**src/rtl/cnt_seq.sv**
```systemverilog
// -----------------------------------------------------------------------------
// cnt_seq -- run controller for a counter with a divisible-by-3 flag.
//
// The controller counts from 0 up to a limit that is latched when a run starts.
// Each value is evaluated once. The block counts how many evaluated values are
// multiples of 3 and gives a one-cycle done pulse when the run completes.
// Software can pause, resume or abort a run.
//
// Divisibility by 3 comes from a mod-3 residue register that advances with
// the count, so the design needs no divider.
//
// Optional feature (macro CNT_SEQ_AUTORESTART_EN):
//   When the macro is defined, DONE goes back to RUN with the counters cleared
//   and the latched limit reused. Runs repeat until abort or reset.
//
// Parameters:
//   W        counter, limit and hit-count width (W >= 2)
// Ports:
//   clk      rising-edge clock
//   rstn     asynchronous active-low reset
//   start    begin a run (sampled only in IDLE)
//   limit    terminal count, latched when start is accepted
//   pause    level: freeze the run while high
//   abort    level: cancel an active run
//   out      current count value
//   chk_3    1 when out is a multiple of 3
//   hit_cnt  number of evaluated values that were multiples of 3
//   busy     run active (RUN or HOLD)
//   done     one-cycle completion pulse
// -----------------------------------------------------------------------------
module cnt_seq #(
  parameter int W = 16
) (
  input  logic         clk,
  input  logic         rstn,
  input  logic         start,
  input  logic [W-1:0] limit,
  input  logic         pause,
  input  logic         abort,
  output logic [W-1:0] out,
  output logic         chk_3,
  output logic [W-1:0] hit_cnt,
  output logic         busy,
  output logic         done
);

  typedef enum logic [1:0] {
    IDLE = 2'd0,
    RUN  = 2'd1,
    HOLD = 2'd2,
    DONE = 2'd3
  } state_t;

  state_t       state, state_nxt;
  logic [W-1:0] lim_q, lim_nxt;
  logic [W-1:0] out_nxt, hit_nxt;
  logic [1:0]   res_q, res_nxt;

  // NOTE: give every always_comb output a default before the case statement.
  // A path that leaves an output unassigned infers a latch.
  always_comb begin
    state_nxt = state;
    lim_nxt   = lim_q;
    out_nxt   = out;
    hit_nxt   = hit_cnt;
    res_nxt   = res_q;

    case (state)
      IDLE: begin
        if (start) begin
          lim_nxt   = limit;
          out_nxt   = '0;
          hit_nxt   = '0;
          res_nxt   = 2'd0;
          state_nxt = RUN;
        end
      end

      RUN: begin
        if (abort) begin
          state_nxt = IDLE;
        end else if (pause) begin
          state_nxt = HOLD;
        end else begin
          if (chk_3) hit_nxt = hit_cnt + W'(1);
          // Stop at the limit without incrementing. An all-ones limit
          // therefore never wraps the counter.
          if (out == lim_q) begin
            state_nxt = DONE;
          end else begin
            out_nxt = out + W'(1);
            res_nxt = (res_q == 2'd2) ? 2'd0 : res_q + 2'd1;
          end
        end
      end

      HOLD: begin
        if (abort)       state_nxt = IDLE;
        else if (!pause) state_nxt = RUN;
      end

      DONE: begin
`ifdef CNT_SEQ_AUTORESTART_EN
        out_nxt   = '0;
        hit_nxt   = '0;
        res_nxt   = 2'd0;
        state_nxt = RUN;
`else
        state_nxt = IDLE;
`endif
      end

      default: state_nxt = IDLE;
    endcase
  end

  // NOTE: sequential state uses non-blocking assignments only. All registers
  // then update together at the edge, whatever order the statements are in.
  always_ff @(posedge clk or negedge rstn) begin
    if (!rstn) begin
      state   <= IDLE;
      lim_q   <= '0;
      out     <= '0;
      hit_cnt <= '0;
      res_q   <= 2'd0;
    end else begin
      state   <= state_nxt;
      lim_q   <= lim_nxt;
      out     <= out_nxt;
      hit_cnt <= hit_nxt;
      res_q   <= res_nxt;
    end
  end

  assign chk_3 = (res_q == 2'd0);
  assign busy  = (state == RUN) || (state == HOLD);
  assign done  = (state == DONE);

endmodule

```
**config.mk**
```make
export PLATFORM = sky130hd
export DESIGN_NAME = cnt_seq
export DESIGN_NICKNAME = d
export VERILOG_FILES = /design/src/rtl/cnt_seq.sv
export SDC_FILE = /design/constraint.sdc
export NUM_CORES = 1
export LEC_CHECK = 0
export ABC_AREA = 1
export CORE_UTILIZATION = 30
export DETAILED_ROUTE_END_ITERATION = 16
export PLACE_DENSITY = 0.54
export SLEW_MARGIN = 20
export SYNTH_ARGS = -nofsm -noshare
export SYNTH_HDL_FRONTEND = slang
export SYNTH_SLANG_ARGS = --single-unit
```
**constraint.sdc**
```tcl
create_clock -name clk -period 2.4 [get_ports clk]
set_input_delay 0.36 -clock clk [delete_from_list [all_inputs] [get_ports clk]]
set_output_delay 0.36 -clock clk [all_outputs]
set_load 0.02 [all_outputs]
```
==> metrics.md, run 1 <==
| Metric | Value |
|---|---|
| Via Count | `2975` |
| GP Congestion | `0.833` |
| Non-filler instance count after layout | `642` |
| Gr usage total | `15.8%` |
| Tmin final | `2060 ps` |
| Status | `finished clean` |
| Routed wire per std cell | `12.6 microns` |
| Cts repair resizes | `0` |
| Synth Warn # | `0` |
| PortBufs | `55` |
| Synth Instances | `452` |
| Power Density | `804 nW/um^2` |
| Peak supply drop | `0.000506 V` |
| Netlist cell types | `32` |
| Top-count cell post-synth | `nand2_1` |
| Post-synth EDFFs | `0` |
| IO Pins | `56` |
| Final Hold Fails | `0` |
| Initial antenna violation count | `0` |
| H-tree depth | `2` |
| Remaining DRCs | `0` |
| Final WS setup | `337 ps` |
| Inserted Diodes | `0` |
| Fraction of registers with async set/reset | `100%` |
| Core footprint | `9910 sq um` |
| Critical path required time | `2040 ps` |
| WL final | `8110 microns` |
| Core Util, Final | `39.2%` |
| Final period util | `86.0%` |
| Clk sinks | `52` |
| First-pass GRT wire length | `14000 microns` |
| Critical path arrival | `1700 ps` |
| Initial DRC count | `171` |
| CTS tree | `built` |
| Number of global-route vias before repair | `2887` |
| Fmax | `0.485 GHz` |
| Setup_tns | `0 ps` |
| Worst Hold Class | `in -> async` |
| # placed instances | `635` |
| Clk_lat worst skew | `310 ps` |
| CTS max path bufs | `2` |
| Synthesis-stage register bit count | `52` |
| Most frequent cells after synthesis | `nand2_1 (147), nor2_1 (71), dfrtp_1 (52)` |
| Die Ht | `104 microns` |
| Crit-path max FO | `3` |
| Ys flop type | `dfrtp_1` |
| Startpoint types | `flip-flop` |
| Max-slew violations | `0` |
| Final ANT Viol Nets | `0` |
| Max Cap Violations | `0` |
| Overflow after GRT | `0` |
| Top cells by area, synth | `dfrtp_1 (42%), nand2_1 (18%), nor2_1 (8.5%)` |
| CTS Buf Count | `5` |
| Critical path class | `reg -> out` |
| Hpwl dp | `5990 microns` |
| Layout cells sized above 1 | `5.89%` |
| Synthesized area per cell | `6.90 sq um` |
| Setup bufs post-CTS | `0` |
| Worst-Margin Slew | `726 ps` |
| Dpl ws | `421 ps` |
| Layout Nets | `536` |
| Die Width | `104 microns` |
| Setup violators final | `0` |
| Root buffer cell | `clkbuf_8` |
| Router iterations before antenna repair | `4` |
| RSZ-0062 raised after global routing | `no` |
| Starting Density | `31.5%` |
| Worst setup EP type | `output pin` |
| Vias/cell | `4.63` |
| Leakage | `0.00177 uW` |
| Max transition margin | `51.6%` |
| Worst Clk Skew | `9.64 ps` |
| # rows | `36` |
| Yosys top cell area share | `41.7%` |
| Post-synthesis sequential area ratio | `41.7%` |
| Syn_nets | `479` |
| Die area | `10800 sq um` |
| Clk pin slew, worst setup/hold paths | `100 ps` |
| Hold_ws | `92.8 ps` |
| Hold_buf cts | `0` |
| Cell taking the most area after synthesis | `dfrtp_1` |
| Post-Syn Area | `3120 sq um` |
| P&R area growth vs syn | `24.5%` |
| Largest net degree at the start of global routing | `32` |
-- through the flow --
stage / power [uW] / cell area [sq um]
floorplan: 2250 / 3120
global placement: 2630 / 3800
detailed placement: 2670 / 3800
CTS: 3170 / 3880
global route: 3400 / 3880
finish: 3120 / 3880
-- registers in the layout, indices dropped and copies added (netlist names) --
signal   cells
hit_cnt     16
out         16
res_q        2
state        2
lim_q       16
-- area by class of cell --
type / instances / area, sq um
Multi-Input combinational cell: 336 / 1550
Clock inverter: 1 / 5.00
Inverter: 53 / 199
Fill cell: 1084 / 6030
Tap cell: 133 / 166
Sequential cell: 52 / 1300
Timing Repair Buffer: 61 / 591
Clock buffer: 6 / 72.6
-- where the power goes --
part	switching [uW]	leakage (uW)	internal [uW]
registers	143	0.000671	1060
clock network	294	0.0000410	200
logic	938	0.00106	485
-- placed cells by master, fill, tap and decap left out --
cell	netlist	layout
clkdlybuf4s50_1	0	54
xnor2_1	2	2
o21ai_1	2	2
nor2_2	2	2
buf_2	4	1
o21ai_0	8	8
nor3b_1	3	3
clkinv_1	2	2
clkinv_2	0	1
mux2_2	1	1
nand2_4	1	1
a21oi_1	23	23
clkbuf_1	3	1
buf_4	0	6
inv_1	42	42
nand3_1	34	34
nor3_1	14	14
nor3_2	1	1
inv_2	9	9
nand4_1	6	6
a211oi_1	1	1
clkbuf_8	0	5
a31oi_1	2	2
nand2_2	1	1
nor4_1	1	1
ha_1	6	6
nand2_8	1	1
nand2_1	147	147
xor2_1	6	6
nor2_1	71	71
or2_2	1	1
o31ai_1	2	2
dfrtp_1	52	52
-- metal layers --
metal / share of wire [%] / wire [microns] / track usage [%]
met1: 50 / 4060 / 22.0
met2: 45 / 3650 / 25.6
met3: 3.9 / 318 / 2.38
met4: 0.94 / 76 / 3.57
met5: 0 / 0 / 0
-- worst max-delay path, stage by stage (launching register included) --
cell and delay [ps]:
dfrtp_1 400, inv_1 90, ha_1 300, clkdlybuf4s50_1 600
-- kinds of logic after synthesis --
kind of cell,synth area share (%)
simple gates,38.2
buf+inv,8.63
flops,41.7
compound gates,6.42
xor+xnor,2.25
fa+ha+maj,2.41
mux,0.361
-- final timing paths --
path                               start          to  slack, ps  cells past startpoint
worst min-delay path                rstn    lim_q[4]         90                      1
worst max register to register  state[1]  hit_cnt[5]        430                     10
worst max-delay path            state[0]        busy        340                      3
worst min register to register  res_q[0]    res_q[0]        510                      2
min in group clk                res_q[0]    res_q[0]        510                      2
max in group asynchronous           rstn     out[11]       1640                      2
(Power assumes the default switching activity.)
==> run 2: changes to the inputs <==
--- a/config.mk
+++ b/config.mk
@@ -6,9 +6,12 @@
 export NUM_CORES = 1
 export LEC_CHECK = 0
 export ABC_AREA = 1
+export CELL_PAD_IN_SITES_DETAIL_PLACEMENT = 0
+export CELL_PAD_IN_SITES_GLOBAL_PLACEMENT = 1
 export CORE_UTILIZATION = 30
 export DETAILED_ROUTE_END_ITERATION = 16
-export PLACE_DENSITY = 0.54
+export GPL_ROUTABILITY_DRIVEN = 0
+export PLACE_DENSITY = 0.69
 export SLEW_MARGIN = 20
 export SYNTH_ARGS = -nofsm -noshare
 export SYNTH_HDL_FRONTEND = slang
==> run 2 against run 1 <==
Design area increased by 0.39%. Register-to-register slack got worse by 60 ps. Clock skew decreased by 4.0 ps. Cell count increased by 0.31%. Global-route usage increased by 0.34 points. Critical path type unchanged. Total power increased by 0.83%. Utilization increased by 0.15 points. Sequential share of layout area decreased by 0.13 points. Die area unchanged. Sequential power about the same. Wire length increased by 0.67%.
==> metrics.md, run 2 (same netlist as run 1, synthesis figures left out) <==
| Metric | Value |
|---|---|
| Status | `finished clean (unchanged)` |
| Setup bufs post-CTS | `0 (unchanged)` |
| CTS tree | `built (unchanged)` |
| Initial DRC count | `164 (was 171)` |
| Leakage | `0.00178 uW (was 0.00177 uW)` |
| Layout cells sized above 1 | `6.26% (was 5.89%)` |
| Commonest non-fill, non-tap cells in the layout | `nand2_1 (147), nor2_1 (71), clkdlybuf4s50_1 (54) (unchanged)` |
| Final ANT Viol Nets | `0 (unchanged)` |
| Crit-path max FO | `4 (was 3)` |
| Final period util | `84.5% (was 86.0%)` |
| Peak supply drop | `0.000455 V (was 0.000506 V)` |
| Clk_lat worst skew | `300 ps (was 310 ps)` |
| Inserted Diodes | `0 (unchanged)` |
| Startpoint types | `flip-flop (unchanged)` |
| Power Density | `807 nW/um^2 (was 804 nW/um^2)` |
| PortBufs | `55 (unchanged)` |
| Remaining DRCs | `0 (unchanged)` |
| RSZ-0062 raised after global routing | `no (unchanged)` |
| Dpl ws | `392 ps (was 421 ps)` |
| Initial antenna violation count | `0 (unchanged)` |
| Critical path class | `reg -> out (unchanged)` |
| Clk pin slew, worst setup/hold paths | `90 ps (was 100 ps)` |
| Regs by FF count | `hit_cnt (16), lim_q (16), out (16) (unchanged)` |
| Critical path required time | `2040 ps (about the same)` |
| Via Count | `2947 (was 2975)` |
| Hpwl dp | `5870 microns (was 5990 microns)` |
| Number of global-route vias before repair | `2868 (was 2887)` |
| Tmin final | `2030 ps (was 2060 ps)` |
| Worst-Margin Slew | `699 ps (was 726 ps)` |
| Max Cap Violations | `0 (unchanged)` |
| Commonest non-fill, non-tap cell in the layout | `nand2_1 (unchanged)` |
| Setup violators final | `0 (unchanged)` |
| Die Width | `104 microns (unchanged)` |
| Fmax | `0.493 GHz (was 0.485 GHz)` |
| CTS Buf Count | `5 (unchanged)` |
| Worst Clk Skew | `5.65 ps (was 9.64 ps)` |
| Hold_buf cts | `0 (unchanged)` |
| Root buffer cell | `clkbuf_8 (unchanged)` |
| Gr usage total | `16.1% (was 15.8%)` |
| Die Ht | `104 microns (unchanged)` |
| First-pass GRT wire length | `14100 microns (was 14000 microns)` |
| Max-slew violations | `0 (unchanged)` |
| Final WS setup | `371 ps (was 337 ps)` |
| Max transition margin | `53.4% (was 51.6%)` |
| Overflow after GRT | `0 (unchanged)` |
| CTS max path bufs | `2 (unchanged)` |
| Worst Hold Class | `in -> async (unchanged)` |
| Die area | `10800 sq um (unchanged)` |
| Largest net degree at the start of global routing | `53 (was 32)` |
| Final Hold Fails | `0 (unchanged)` |
| Core footprint | `9910 sq um (unchanged)` |
| P&R area growth vs syn | `25.0% (was 24.5%)` |
| H-tree depth | `2 (unchanged)` |
| Critical path arrival | `1670 ps (was 1700 ps)` |
| Layout Nets | `538 (was 536)` |
| Routed wire per std cell | `12.7 microns (was 12.6 microns)` |
| Starting Density | `31.5% (unchanged)` |
| Clk sinks | `52 (unchanged)` |
| # rows | `36 (unchanged)` |
| Router iterations before antenna repair | `4 (unchanged)` |
| Vias/cell | `4.58 (was 4.63)` |
| Worst setup EP type | `output pin (unchanged)` |
| WL final | `8160 microns (was 8110 microns)` |
| Cts repair resizes | `0 (unchanged)` |
| # fillers | `1094 (was 1084)` |
| IO Pins | `56 (unchanged)` |
| Setup_tns | `0 ps (unchanged)` |
run 2: cell count changes in the layout (fill, tap and decap cells not counted), sizes merged:
cell  before  now
buf        7    9
run 2: through the flow:
step / total power, uW / instances / hold slack (ps) / cell area (sq um) / util [%]
floorplan: 2250 / 452 / 64.4 / 3120 / -
global placement: 2680 / 637 / 471 / 3820 / 38.5
detailed placement: 2690 / 637 / 476 / 3820 / 38.5
CTS: 3210 / 644 / 207 / 3900 / 39.3
global route: 3460 / 644 / 242 / 3900 / 39.3
finish: 3150 / 644 / 180 / 3900 / 39.3
run 2: power breakdown:
group / total (uW) / switching [uW] / internal, uW / leakage [uW]
logic: 1450 / 949 / 504 / 0.00107
registers: 1200 / 140 / 1060 / 0.000671
clock network: 492 / 292 / 200 / 0.0000410
run 2: worst max-delay path, cell delays in order, from the launching register on:
cell and delay, ps:
dfrtp_1 410, inv_1 80, ha_1 280, clkdlybuf4s50_1 600
run 2: per-layer routing:
metal  routed length [microns]  vias to the layer above  track usage, %
li1                          -                     1540               -
met4                        78                        0            3.98
met2                      3610                       53            25.4
met3                       286                        4            3.07
met1                      4190                     1350            22.6
met5                         0                        -               0
run 2: final cells by class:
class	instances	area [sq um]	share of cell area, %
Sequential cell	52	1300	33.4
Clock buffer	6	72.6	1.86
Timing Repair Buffer	63	606	15.5
Multi-Input combinational cell	336	1550	39.7
Clock inverter	1	5.00	0.128
Inverter	53	199	5.10
Tap cell	133	166	4.27
run 2: path summary, 6_finish.rpt:
path | startpoint | endpoint | slack, ps | cells after the start
setup / recovery | state[1] | busy | 370 | 3
hold / removal | rstn | lim_q[7] | 180 | 2
setup reg to reg | state[1] | hit_cnt[5] | 370 | 10
hold reg to reg | res_q[0] | res_q[0] | 500 | 2
max in group asynchronous | rstn | out[2] | 1760 | 2
min in group clk | res_q[0] | res_q[0] | 500 | 2
==> run 3: changes to the inputs <==
--- a/config.mk
+++ b/config.mk
@@ -11,7 +11,7 @@
 export CORE_UTILIZATION = 30
 export DETAILED_ROUTE_END_ITERATION = 16
 export GPL_ROUTABILITY_DRIVEN = 0
-export PLACE_DENSITY = 0.69
+export PLACE_DENSITY = 0.72
 export SLEW_MARGIN = 20
 export SYNTH_ARGS = -nofsm -noshare
 export SYNTH_HDL_FRONTEND = slang
==> constraint.sdc (replaced) <==
create_clock -name clk -period 1.65 [get_ports clk]
set_input_delay 0.2475 -clock clk [delete_from_list [all_inputs] [get_ports clk]]
set_output_delay 0.2475 -clock clk [all_outputs]
set_load 0.02 [all_outputs]
==> run 3 against run 2 <==
Highest routed layer unchanged. Via count grew 12%. Sequential share of layout area decreased by 5.5 points. Wire length is 12% higher. Largest power group unchanged. Clock-buffer cell count fell by 1. Largest cell class unchanged.
==> metrics.md, run 3 (same netlist as run 1, synthesis figures left out) <==
| Metric | Value |
|---|---|
| Max-slew violations | `0 (unchanged)` |
| Hpwl dp | `6170 microns (was 5870 microns)` |
| Router iterations before antenna repair | `4 (unchanged)` |
| Core footprint | `9910 sq um (unchanged)` |
| Clk sinks | `52 (unchanged)` |
| Area of the multi-input gates | `1820 sq um (was 1550 sq um)` |
| P&R area growth vs syn | `50.6% (was 25.0%)` |
| Status | `finished clean (unchanged)` |
| Remaining DRCs | `0 (unchanged)` |
| Tmin final | `1630 ps` |
| Critical path required time | `1900 ps (was 2040 ps)` |
| Clk pin slew, worst setup/hold paths | `110 ps (was 90 ps)` |
| Crit-path max FO | `7 (was 4)` |
| Inserted Diodes | `0 (unchanged)` |
| Non-filler instance count after layout | `709 (was 644)` |
| First-pass GRT wire length | `14600 microns (was 14100 microns)` |
| Worst setup EP type | `flip-flop (was output pin)` |
| Root buffer cell | `clkbuf_8 (unchanged)` |
| Slowest-stage cell, CP | `dfrtp_1 (was clkdlybuf4s50_1)` |
| Register area | `1310 sq um (was 1300 sq um)` |
| Routed wire per std cell | `12.9 microns (was 12.7 microns)` |
| Worst Clk Skew | `8.79 ps (was 5.65 ps)` |
| Routed wl met2 | `4240 microns (was 3610 microns)` |
| Die Ht | `104 microns (unchanged)` |
| Gr usage total | `16.6% (was 16.1%)` |
| Overflow after GRT | `0 (unchanged)` |
| Peak supply drop | `0.000815 V (was 0.000455 V)` |
| Layout cells sized above 1 | `27.1% (was 6.26%)` |
| CP top delay family | `simple AND/OR/NAND/NOR gates (was buffers and inverters)` |
| Layout Nets | `602 (was 538)` |
| Die Width | `104 microns (unchanged)` |
| H-tree depth | `2 (unchanged)` |
| Critical path, cell by cell | `inv_2 -> nand2_1 -> nand2_1 -> nor2_1 -> nand2_1 -> nor2_2 -> nand2_2 -> nand2_4 -> nand2_8 -> nand2_8 -> nand2_2 -> nand2_1 (was inv_1 -> ha_1 -> clkdlybuf4s50_1)` |
| Dpl ws | `-140 ps (was 392 ps)` |
| # fillers | `1025 (was 1094)` |
| Final ANT Viol Nets | `0 (unchanged)` |
| Clk_lat worst skew | `320 ps (was 300 ps)` |
| Worst-Margin Slew | `302 ps (was 699 ps)` |
| Commonest non-fill, non-tap cells in the layout | `nand2_1 (125), nor2_1 (60), buf_4 (60) (was nand2_1 (147), nor2_1 (71), clkdlybuf4s50_1 (54))` |
| Fmax | `0.612 GHz` |
| IO Pins | `56 (unchanged)` |
| # rows | `36 (unchanged)` |
| CTS Buf Count | `5 (unchanged)` |
| Initial antenna violation count | `0 (unchanged)` |
| Critical path class | `reg -> reg (was reg -> out)` |
| Max Cap Violations | `0 (unchanged)` |
| Setup violators final | `0 (unchanged)` |
| Final period util | `99.0%` |
| Worst path buffer plus inverter count | `1 (was 2)` |
| Final Hold Fails | `0 (unchanged)` |
| WL met3 | `325 microns (was 286 microns)` |
| Initial DRC count | `157 (was 164)` |
| Largest net degree at the start of global routing | `53 (unchanged)` |
| PortBufs | `55 (unchanged)` |
| Crit-path max cell delay | `420 ps (was 600 ps)` |
| Max layer used | `met4 (unchanged)` |
| Commonest non-fill, non-tap cell in the layout | `nand2_1 (unchanged)` |
| Critical path arrival | `1890 ps (was 1670 ps)` |
| Die area | `10800 sq um (unchanged)` |
| Worst path most repeated cell | `nand2_1` |
| Starting Density | `31.5% (unchanged)` |
| Via Count | `3286 (was 2947)` |
| Startpoint types | `flip-flop (unchanged)` |
| Worst Hold Class | `in -> async (unchanged)` |
| RSZ-0062 raised after global routing | `yes (was no)` |
| Final WS setup | `16.2 ps (was 371 ps)` |
| CTS tree | `built (unchanged)` |
| WL final | `9120 microns (was 8160 microns)` |
| # placed instances | `683 (was 637)` |
| Wire length on met1 | `4450 microns (was 4190 microns)` |
| Power Density | `1220 nW/um^2 (was 807 nW/um^2)` |
| Total chip power | `5720 uW (was 3150 uW)` |
| Max transition margin | `79.8% (was 53.4%)` |
| CTS max path bufs | `2 (unchanged)` |
| Leakage | `0.00244 uW (was 0.00178 uW)` |
| Vias/cell | `4.63 (was 4.58)` |
| Number of global-route vias before repair | `3015 (was 2868)` |
| Regs by FF count | `hit_cnt (16), lim_q (16), out (16) (unchanged)` |
==> run 3: changes by cell type in the layout (fill, tap and decap cells not counted), moves of 7 or more <==
cell,before,now
nand2_1,147,125
dlygate4sd2_1,0,15
clkdlybuf4s50_1,54,26
nand2_2,1,20
inv_1,42,35
buf_4,8,60
dlymetal6s2s_1,0,10
nor2_2,2,10
nor2_1,71,60
==> run 3: metrics by stage <==
stage / TNS [ps] / util (%) / hold WS [ps] / instance area, sq um
floorplan: 0 / - / -48.1 / 3130
global placement: -1890 / 42.3 / 273 / 4200
detailed placement: -2820 / 42.3 / 271 / 4200
CTS: -5.10 / 44.2 / 474 / 4380
global route: -1790 / 47.4 / 487 / 4700
finish: 0 / 47.4 / 463 / 4700
==> run 3: what timing repair did <==
action / CTS / global route
resized for setup: 32 / 75
hold buffers: 1 / 0
pin swaps: 3 / 28
setup buffers: 0 / 12
setup endpoints to repair: 50 / 49
endpoints found under the hold margin: 52 / 0
cloned: 2 / 3
==> run 3: path summary, 6_finish.rpt <==
check                          from        to  slack (ps)  depth (start not counted)
max                         out[12]   out[15]          20                         12
min                            rstn  lim_q[9]         460                          3
max reg2reg                 out[12]   out[15]          20                         12
min reg2reg                res_q[0]  res_q[0]         530                          2
max in group asynchronous      rstn   out[15]         930                          3
min in group clk           limit[3]  lim_q[3]         500                          3
==> run 3: tightest hold or removal path: cells and delay by family <==
family / cells / cell delay [ps]
buf+inv: 3 / 920
==> run 3: routing by layer <==
metal / GRT usage, % / up-vias
li1: - / 1671
met5: 0 / -
met2: 26.6 / 61
met4: 4.90 / 0
met3: 2.69 / 10
met1: 22.8 / 1544
==> run 3: where the power goes <==
part	total (uW)	switching (uW)	leakage [uW]	internal (uW)
logic	3050	1830	0.00172	1210
registers	1750	202	0.000664	1550
clock network	921	471	0.0000541	450
total	5720	2500	0.00244	3210
==> run 3: final cells by class <==
class                   count  share of cell area [%]
well taps                 133                    3.54
flip-flops and latches     52                    27.8
inverters                  53                    4.29
clock inverters             3                   0.906
repair buffers            122                    23.3
clock buffers               5                    1.47
multi-input cells         341                    38.7
